`src/rtl/key_debounce.sv`:
```
// key_debounce: synchronises and debounces KEY_NUM active-low push-buttons.
// Each key yields a clean active-high level plus one-cycle press/release
// strobes and, optionally, a one-cycle long-press strobe.
//
// Optional feature macro: KEY_LONG_PRESS_EN (long-press strobe on key_long).
//
// Ports:
//   clk          system clock, rising edge
//   rst_n        synchronous active-low reset
//   pio_key      raw button pins, 0 = pressed (asynchronous, bouncy)
//   key_state    debounced level, 1 = pressed
//   key_press    one-cycle strobe on accepted press
//   key_release  one-cycle strobe on accepted release
//   key_long     one-cycle long-press strobe (constant 0 without the macro)
module key_debounce #(
  parameter int unsigned KEY_NUM         = 4,
  parameter int unsigned DEBOUNCE_CYCLES = 1000000,
  parameter int unsigned LONG_CYCLES     = 100000000
) (
  input  logic               clk,
  input  logic               rst_n,
  input  logic [KEY_NUM-1:0] pio_key,
  output logic [KEY_NUM-1:0] key_state,
  output logic [KEY_NUM-1:0] key_press,
  output logic [KEY_NUM-1:0] key_release,
  output logic [KEY_NUM-1:0] key_long
);

  localparam int unsigned CW = $clog2(DEBOUNCE_CYCLES) + 1;
  localparam logic [CW-1:0] DB_LAST = CW'(DEBOUNCE_CYCLES - 1);
`ifdef KEY_LONG_PRESS_EN
  localparam int unsigned HW = $clog2(LONG_CYCLES) + 1;
  localparam logic [HW-1:0] LONG_LAST = HW'(LONG_CYCLES - 1);
  // Terminal value: one past the strobe point, so the strobe fires once.
  localparam logic [HW-1:0] LONG_DONE = HW'(LONG_CYCLES);
`endif

  typedef enum logic [1:0] {
    IDLE       = 2'd0,
    PRESS_DB   = 2'd1,
    PRESSED    = 2'd2,
    RELEASE_DB = 2'd3
  } state_t;

  // Two-flop synchroniser, reset to the released (high) pin level.
  logic [KEY_NUM-1:0] meta;
  logic [KEY_NUM-1:0] stable;
  logic [KEY_NUM-1:0] sync;

  always_ff @(posedge clk) begin
    if (!rst_n) begin
      meta   <= '1;
      stable <= '1;
    end else begin
      meta   <= pio_key;
      stable <= meta;
    end
  end

  assign sync = ~stable;

  for (genvar i = 0; i < KEY_NUM; i++) begin : g_key
    state_t        state;
    logic [CW-1:0] cnt;
    logic          level;
    logic          press;
    logic          release_s;

    // Per-key debounce FSM; strobes default low and pulse on acceptance.
    always_ff @(posedge clk) begin
      if (!rst_n) begin
        state     <= IDLE;
        cnt       <= '0;
        level     <= 1'b0;
        press     <= 1'b0;
        release_s <= 1'b0;
      end else begin
        press     <= 1'b0;
        release_s <= 1'b0;
        case (state)
          IDLE: begin
            if (sync[i]) begin
              state <= PRESS_DB;
              cnt   <= CW'(1);
            end
          end
          PRESS_DB: begin
            if (!sync[i]) begin
              state <= IDLE;
              cnt   <= '0;
            end else if (cnt == DB_LAST) begin
              state <= PRESSED;
              cnt   <= '0;
              level <= 1'b1;
              press <= 1'b1;
            end else if (cnt != '1) begin
              cnt <= cnt + CW'(1);
            end
          end
          PRESSED: begin
            if (!sync[i]) begin
              state <= RELEASE_DB;
              cnt   <= CW'(1);
            end
          end
          RELEASE_DB: begin
            if (sync[i]) begin
              state <= PRESSED;
              cnt   <= '0;
            end else if (cnt == DB_LAST) begin
              state     <= IDLE;
              cnt       <= '0;
              level     <= 1'b0;
              release_s <= 1'b1;
            end else if (cnt != '1) begin
              cnt <= cnt + CW'(1);
            end
          end
          default: begin
            state <= IDLE;
            cnt   <= '0;
          end
        endcase
      end
    end

    assign key_state[i]   = level;
    assign key_press[i]   = press;
    assign key_release[i] = release_s;

`ifdef KEY_LONG_PRESS_EN
    logic [HW-1:0] hold;
    logic          long_s;

    // Hold counter: cleared while a press is being qualified (so it is zero
    // on entry to PRESSED), frozen during a release debounce so a rejected
    // release glitch keeps the accumulated hold time.
    always_ff @(posedge clk) begin
      if (!rst_n) begin
        hold   <= '0;
        long_s <= 1'b0;
      end else begin
        long_s <= 1'b0;
        if (state == PRESS_DB) begin
          hold <= '0;
        end else if (state == PRESSED && sync[i]) begin
          if (hold == LONG_LAST) begin
            hold   <= LONG_DONE;
            long_s <= 1'b1;
          end else if (hold != LONG_DONE) begin
            hold <= hold + HW'(1);
          end
        end
      end
    end

    assign key_long[i] = long_s;
`endif
  end

`ifndef KEY_LONG_PRESS_EN
  assign key_long = '0;
`endif

endmodule

```
`config.mk`:
```
export PLATFORM = sky130hd
export DESIGN_NAME = key_debounce
export DESIGN_NICKNAME = d
export VERILOG_FILES = /design/src/rtl/key_debounce.sv
export SDC_FILE = /design/constraint.sdc
export NUM_CORES = 1
export LEC_CHECK = 0
export ABC_AREA = 1
export CAP_MARGIN = 40
export CORE_ASPECT_RATIO = 1.25
export CORE_UTILIZATION = 45
export DETAILED_ROUTE_END_ITERATION = 10
export PLACE_DENSITY = 0.63
export SYNTH_ARGS = -nofsm -noshare
export SYNTH_HDL_FRONTEND = slang
export SYNTH_SLANG_ARGS = --single-unit
```
`constraint.sdc`:
```
create_clock -name clk -period 4.1 [get_ports clk]
set_input_delay 0.615 -clock clk [delete_from_list [all_inputs] [get_ports clk]]
set_output_delay 0.615 -clock clk [all_outputs]
set_load 0.005 [all_outputs]
```
; ---- After elaboration in Yosys (flattened, before gate mapping)
; Index checks and enable logic that the tools add are counted.
[word_totals]
regBits = 112
in_bits = 6
output_inout_bits = 16
elab_cells = 192
[classes]
add_sub_neg = 4
eq_ne = 52
muxes = 80
n_bitwise = 6
n_reduce_logical = 28
[ops]
columns = op, n
row1 = 21-bit 2-to-1 mux, 24
row2 = 21-bit case mux with 4 select lines, 4
row3 = "21-bit by 1-bit adder with 21-bit output, second input constant", 4
row4 = "21-bit by 20-bit == test with 1-bit output, second input constant", 4
row5 = "21-bit inequality test, second input constant", 4
row6 = 2-bit 2-to-1 mux, 24
row7 = "2-bit inequality test, second input constant", 24
row8 = 2-bit case mux with 4 select lines, 4
row9 = "3-bit inequality test, second input constant", 8
row10 = 1-bit 2-to-1 mux, 20
row11 = 5-bit AND reduction, 4
row12 = "2-bit == test, second input constant", 8
row13 = 4-bit AND reduction, 4
row14 = 3-bit AND reduction, 4
row15 = 3-bit OR reduction, 4
row16 = "2-bit by 1-bit == test with 1-bit output, second input constant", 4
row17 = 2-bit logical NOT, 4
row18 = 1-bit case mux with 2 select lines, 4
row19 = 2-bit AND reduction, 4
row20 = 2-bit nonzero test, 4
row21 = 1-bit inverter, 5
row22 = 4-bit inverter, 1

; ---- Depth between registers and ports, before layout
[depth]
word_depth = 5
depth_mapped = 12
depth_no_buf = 12

; ---- Worst setup path after synthesis
; OpenSTA, ideal clock, no wires.
[synth_path]
kind = flip-flop to flip-flop
from = register g_key[0].cnt[1]
to = register g_key[0].cnt[12]
setup_time_ns = 0.122
t_arrival_ns = 1.461
t_required_ns = 3.978
setup_slack_ns = 2.517
stages_incl_launch_ff = 11
path_buffers = 0
period_less_slack_ns = 1.583
cell_sequence = dfxtp_1 -> ha_1 -> nand2_1 -> nor2_2 -> nand2_2 -> nor2_4 -> inv_2 -> a21oi_2 -> nand2_1 -> o21ai_0 -> a21oi_2
[synth_via]
elab_chain_len = 5
word_cells_on_any_way = 8
classes_between = add/sub (1) / eq/ne (2) / mux (5)
[synth_rtl]
columns = item, line_no
row1 = start: declaration, 64  ; logic [CW-1:0] cnt;
row2 = start signal: assignment, 97  ; cnt <= cnt + CW'(1);
row3 = start signal: assignment, 116  ; cnt <= cnt + CW'(1);
row4 = 21-bit by 1-bit adder with 21-bit output / 21-bit inequality test (equally long branches), n/a
row5 = 21-bit 2-to-1 mux, "96, 115"
row6 = 21-bit 2-to-1 mux (*), 91  ; end else if (cnt == DB_LAST) begin
row7 = "21-bit 2-to-1 mux, on equally long branches", "107, 88"
row8 = 21-bit case mux with 4 select lines (*), 80  ; case (state)
; Every way passes the cells marked *; elsewhere a longest branch is shown, timed or not.
; A chain may end at the register's enable or synchronous reset.

; ---- Worst setup path in the final report
[layout_path]
from = register g_key[1].cnt[0]
to = register g_key[1].cnt[9]
[layout_via]
elab_chain_len = 5
word_cells_on_any_way = 8
classes_between = add/sub (1) / eq/ne (2) / mux (5)
[layout_rtl]
columns = item, line_no
row1 = start: declaration, 64
row2 = start signal: assignment, 97
row3 = start signal: assignment, 116
row4 = 21-bit by 1-bit adder with 21-bit output / 21-bit inequality test (equally long branches), n/a
row5 = 21-bit 2-to-1 mux, "96, 115"
row6 = 21-bit 2-to-1 mux (*), 110  ; end else if (cnt == DB_LAST) begin
row7 = "21-bit 2-to-1 mux, on equally long branches", "107, 88"
row8 = 21-bit case mux with 4 select lines (*), 80
; Marked as above.

==> flow_metrics.tcl <==
set metrics [dict create \
    clock_sink_count 112 \
    die_h_microns 137 \
    finalSetupViolCount 0 \
    synth_top_area_share_pct 34.4 \
    total_leakage_power_nw 2.76 \
    avgRoutedWirePerCell_microns 12.6 \
    cts_inserted_buffers 9 \
    cts_hold_repair.buffers 0 \
    grt_usage_pct 21.7 \
    post-cts-setup-buffer-count 0 \
    fp.dieArea_sq_mm 0.0150 \
    status "finished, final reports clean" \
    crit_start "g_key[1].cnt[0]" \
    worst_ir_drop_vdd_mv 0.261 \
    family_with_the_most_delay_on_the_worst_path "compound AO/OA/AOI/OAI gates" \
    holdCritPathClass "reg2reg" \
    number_of_unique_standard_cell_types_used_by_synthesis 44 \
    crit_path_top_delay_cell "sky130_fd_sc_hd__a21oi_1" \
    ant_nets 0 \
    synthAdderAreaFrac_pct 0.767 \
    clock_tree.htree_level_count 3 \
    grt_first_pass_wirelength_mm 25.8 \
    clock_tree.root_cell "sky130_fd_sc_hd__clkbuf_16" \
    net_count_reported_at_finish 1019 \
    synth-xor-area-share_pct 0.672 \
    period_utilization_post_route_pct 45.7 \
    synth.cell_area_sq_mm 0.00652 \
    num_io_pins 22 \
    detailedRoute.firstIterationViolations 321 \
    clk_pin_slew_worst_paths_ns 0.08 \
    die_width_microns 110 \
    accumulated_negative_setup_slack_ns 0 \
    layout-area-overhead-vs-synth_pct 8.23 \
    design.core.area_sq_mm 0.0140 \
    final_core_utilization_pct 50.4 \
    globalRoute.totalOverflow 0 \
    cts_tree "yes" \
    drc_errors 0 \
    detail_route.wirelength_mm 15.0 \
    criticalPathCategory "reg2reg" \
    ff_latch_count_synth 112 \
    synth_mux_area_share_pct 0 \
    count_of_mapped_cells_out_of_synthesis 1007 \
    place.gp.congestion 0.878 \
    placement_rows 48 \
    maxCapViolations 0 \
    worst_setup_path_end_kind "register" \
    cts_resized 0 \
    setup.worst_path.start_class "register" \
    worstMarginPinSlew_ns 0.588 \
    netlist_top_cells_area "sky130_fd_sc_hd__dfxtp_1 34%, sky130_fd_sc_hd__nand2_1 14%, sky130_fd_sc_hd__nand3_1 7.3%" \
    largest_net_degree_at_the_start_of_global_routing 45 \
    place_hpwl_mm 11.0 \
    power-per-cell-area_mw_per_mm2 321 \
    avgViaCountPerCell 5.17 \
    vias_in_the_first_global_route 5660 \
    clk-insertion-delay-late_ns 0.37 \
    worstPathMaxFanout 8 \
    timing.slew.headroom_pct 60.6 \
    dr_total_vias 6145 \
    hp-start "meta[3]" \
    finalClockSkew_ns 0.00991 \
    unrepaired_setup_endpoints_after_global_routing "false" \
    drt-pass1-iter-count 5 \
    hold_violations 0 \
    final_period_minus_worst_setup_slack_ns 1.87 \
    clockBufferDepth 2 \
    r2r_setup_slk_ns 2.23 \
    synthSimpleGateAreaFrac_pct 41.8 \
    final_max_slew_viol_count 0 \
    yosysSeqAreaShare_pct 34.4 \
    critical_path_buf_inv_count 1 \
    floorplan.initialDensity_pct 46.6 \
    critical_path.reg2reg.startpoint "g_key[1].cnt[0]" \
    antenna_violations_before_repair 0 \
    place.port_buffers 17 \
    synth-warning-count 0 \
    number_of_diodes_added_for_antenna_fixing 0 \
    max_freq_ghz 0.534 \
    synth_top_area_cell "sky130_fd_sc_hd__dfxtp_1" \
    maximum_cell_stage_delay_along_the_critical_path_ns 0.38 \
    critical_path.cell_chain "ha_1 -> nand2_1 -> nor2_4 -> nand3_2 -> nand2_1 -> a21oi_1 -> buf_4 -> o21ai_0 -> a21oi_1" \
    timing.critical_path.arrival_ns 2.17 \
    largest_family_of_logic_cells_by_synthesized_area "simple AND/OR/NAND/NOR gates" \
    post_syn_area_per_cell_sq_um 6.48 \
    required_time_of_the_critical_path_ns 4.40 \
    layout-drive-gt1-share_pct 9.17 \
    synth_compound_area_share_pct 11.1 \
]
-- area by class of cell --
| class | instances | area [sq um] |
|---|---|---|
| multi-input cells | 727 | 3560 |
| flip-flops and latches | 112 | 2240 |
| inverters | 138 | 518 |
| repair buffers | 21 | 195 |
| clock buffers | 11 | 233 |
| well taps | 175 | 219 |
| fillers | 1474 | 6940 |
| clock inverters | 5 | 86.3 |
-- report_power, final --
part	total (mW)	switching [mW]	internal, mW
sequential	1.12	0.0171	1.10
clock	0.982	0.438	0.544
combinational	0.161	0.117	0.0439
total	2.26	0.572	1.69
-- worst paths after layout --
check	to	cells after the start
setup reg to reg	g_key[1].cnt[9]	9
setup / recovery	g_key[1].cnt[9]	9
hold / removal	stable[3]	1
hold reg to reg	stable[3]	1
-- cell families (layout without fill, tap and decap cells) --
kind of cell | Yosys count | in the layout
other cells | 1 | 4
flops | 112 | 112
fa+ha+maj | 4 | 4
xor+xnor | 5 | 5
buf+inv | 171 | 175
compound gates | 134 | 134
simple gates | 580 | 580
-- per-stage QoR --
| stage | worst slack (ns) | area [sq um] | power, mW | cells | hold WS [ns] |
|---|---|---|---|---|---|
| after floorplan | 2.52 | 6530 | 1.27 | 1010 | 0.393 |
| after global placement | 1.90 | 6730 | 1.31 | 1172 | 0.393 |
| after detailed placement | 2.09 | 6740 | 1.31 | 1173 | 0.398 |
| after CTS | 2.19 | 7060 | 2.29 | 1189 | 0.411 |
| after global routing | 1.99 | 7060 | 2.36 | 1189 | 0.424 |
| final | 2.23 | 7060 | 2.26 | 1189 | 0.411 |
-- cell usage in the layout, fill, tap and decap left out, types with 2 or more instances in the layout --
| master | count |
|---|---|
| sky130_fd_sc_hd__a21oi_1 | 65 |
| sky130_fd_sc_hd__a21oi_2 | 4 |
| sky130_fd_sc_hd__buf_4 | 4 |
| sky130_fd_sc_hd__bufinv_16 | 2 |
| sky130_fd_sc_hd__clkbuf_1 | 2 |
| sky130_fd_sc_hd__clkbuf_16 | 9 |
| sky130_fd_sc_hd__clkdlybuf4s50_1 | 16 |
| sky130_fd_sc_hd__clkinv_1 | 2 |
| sky130_fd_sc_hd__conb_1 | 4 |
| sky130_fd_sc_hd__dfxtp_1 | 112 |
| sky130_fd_sc_hd__ha_1 | 4 |
| sky130_fd_sc_hd__inv_1 | 121 |
| sky130_fd_sc_hd__inv_2 | 15 |
| sky130_fd_sc_hd__inv_6 | 3 |
| sky130_fd_sc_hd__nand2_1 | 243 |
| sky130_fd_sc_hd__nand2_2 | 5 |
| sky130_fd_sc_hd__nand3_1 | 95 |
| sky130_fd_sc_hd__nand3_2 | 10 |
| sky130_fd_sc_hd__nand3b_1 | 5 |
| sky130_fd_sc_hd__nand4_1 | 32 |
| sky130_fd_sc_hd__nor2_1 | 113 |
| sky130_fd_sc_hd__nor2_2 | 20 |
| sky130_fd_sc_hd__nor2_4 | 3 |
| sky130_fd_sc_hd__nor3_1 | 31 |
| sky130_fd_sc_hd__nor3_4 | 4 |
| sky130_fd_sc_hd__nor4_1 | 3 |
| sky130_fd_sc_hd__o211ai_1 | 10 |
| sky130_fd_sc_hd__o21ai_0 | 35 |
| sky130_fd_sc_hd__o21ai_1 | 13 |
| sky130_fd_sc_hd__o21bai_1 | 3 |
| sky130_fd_sc_hd__or2_2 | 8 |
| sky130_fd_sc_hd__xnor2_1 | 3 |
| sky130_fd_sc_hd__xor2_1 | 2 |
-- per-layer routing --
layer | part of all wire [%] | track usage (%) | vias to the layer above | wire length [microns]
met1 | 48 | 27.2 | 2805 | 7160
met2 | 49 | 38.0 | 56 | 7270
met5 | 0 | 0 | - | 0
li1 | - | - | 3273 | -
met4 | 1.2 | 6.37 | 0 | 176
met3 | 2.3 | 3.62 | 11 | 342
-- flip-flops by register name, summed over array words and instances (netlist names), named ones only --
register,flops
g_key.cnt,84
g_key.level,4
g_key.press,4
g_key.release_s,4
g_key.state,4
meta,4
stable,4
-- cell usage after synthesis, drive strengths merged --
library cell / count
and3: 1
conb: 1
nor2: 136
clkbuf: 8
a21boi: 1
nor3b: 1
xor2: 2
nand4: 33
nand3: 106
ha: 4
a22oi: 1
nor4: 3
o211ai: 10
o22ai: 1
nand2: 249
o21ai: 48
dfxtp: 112
o21bai: 3
xnor2: 3
buf: 25
a21oi: 69
nor3: 36
o21a: 1
inv: 136
clkinv: 2
nand3b: 6
or2: 9
-- worst reg2reg max path: stages, from the launching register on --
cell and delay (ns):
sky130_fd_sc_hd__dfxtp_1 0.33, sky130_fd_sc_hd__ha_1 0.24, sky130_fd_sc_hd__nand2_1 0.12, sky130_fd_sc_hd__nor2_4 0.07, sky130_fd_sc_hd__nand3_2 0.11, sky130_fd_sc_hd__nand2_1 0.09, sky130_fd_sc_hd__a21oi_1 0.38, sky130_fd_sc_hd__buf_4 0.25
sky130_fd_sc_hd__o21ai_0 0.09, sky130_fd_sc_hd__a21oi_1 0.11
Power figures use the tool's default switching activity.
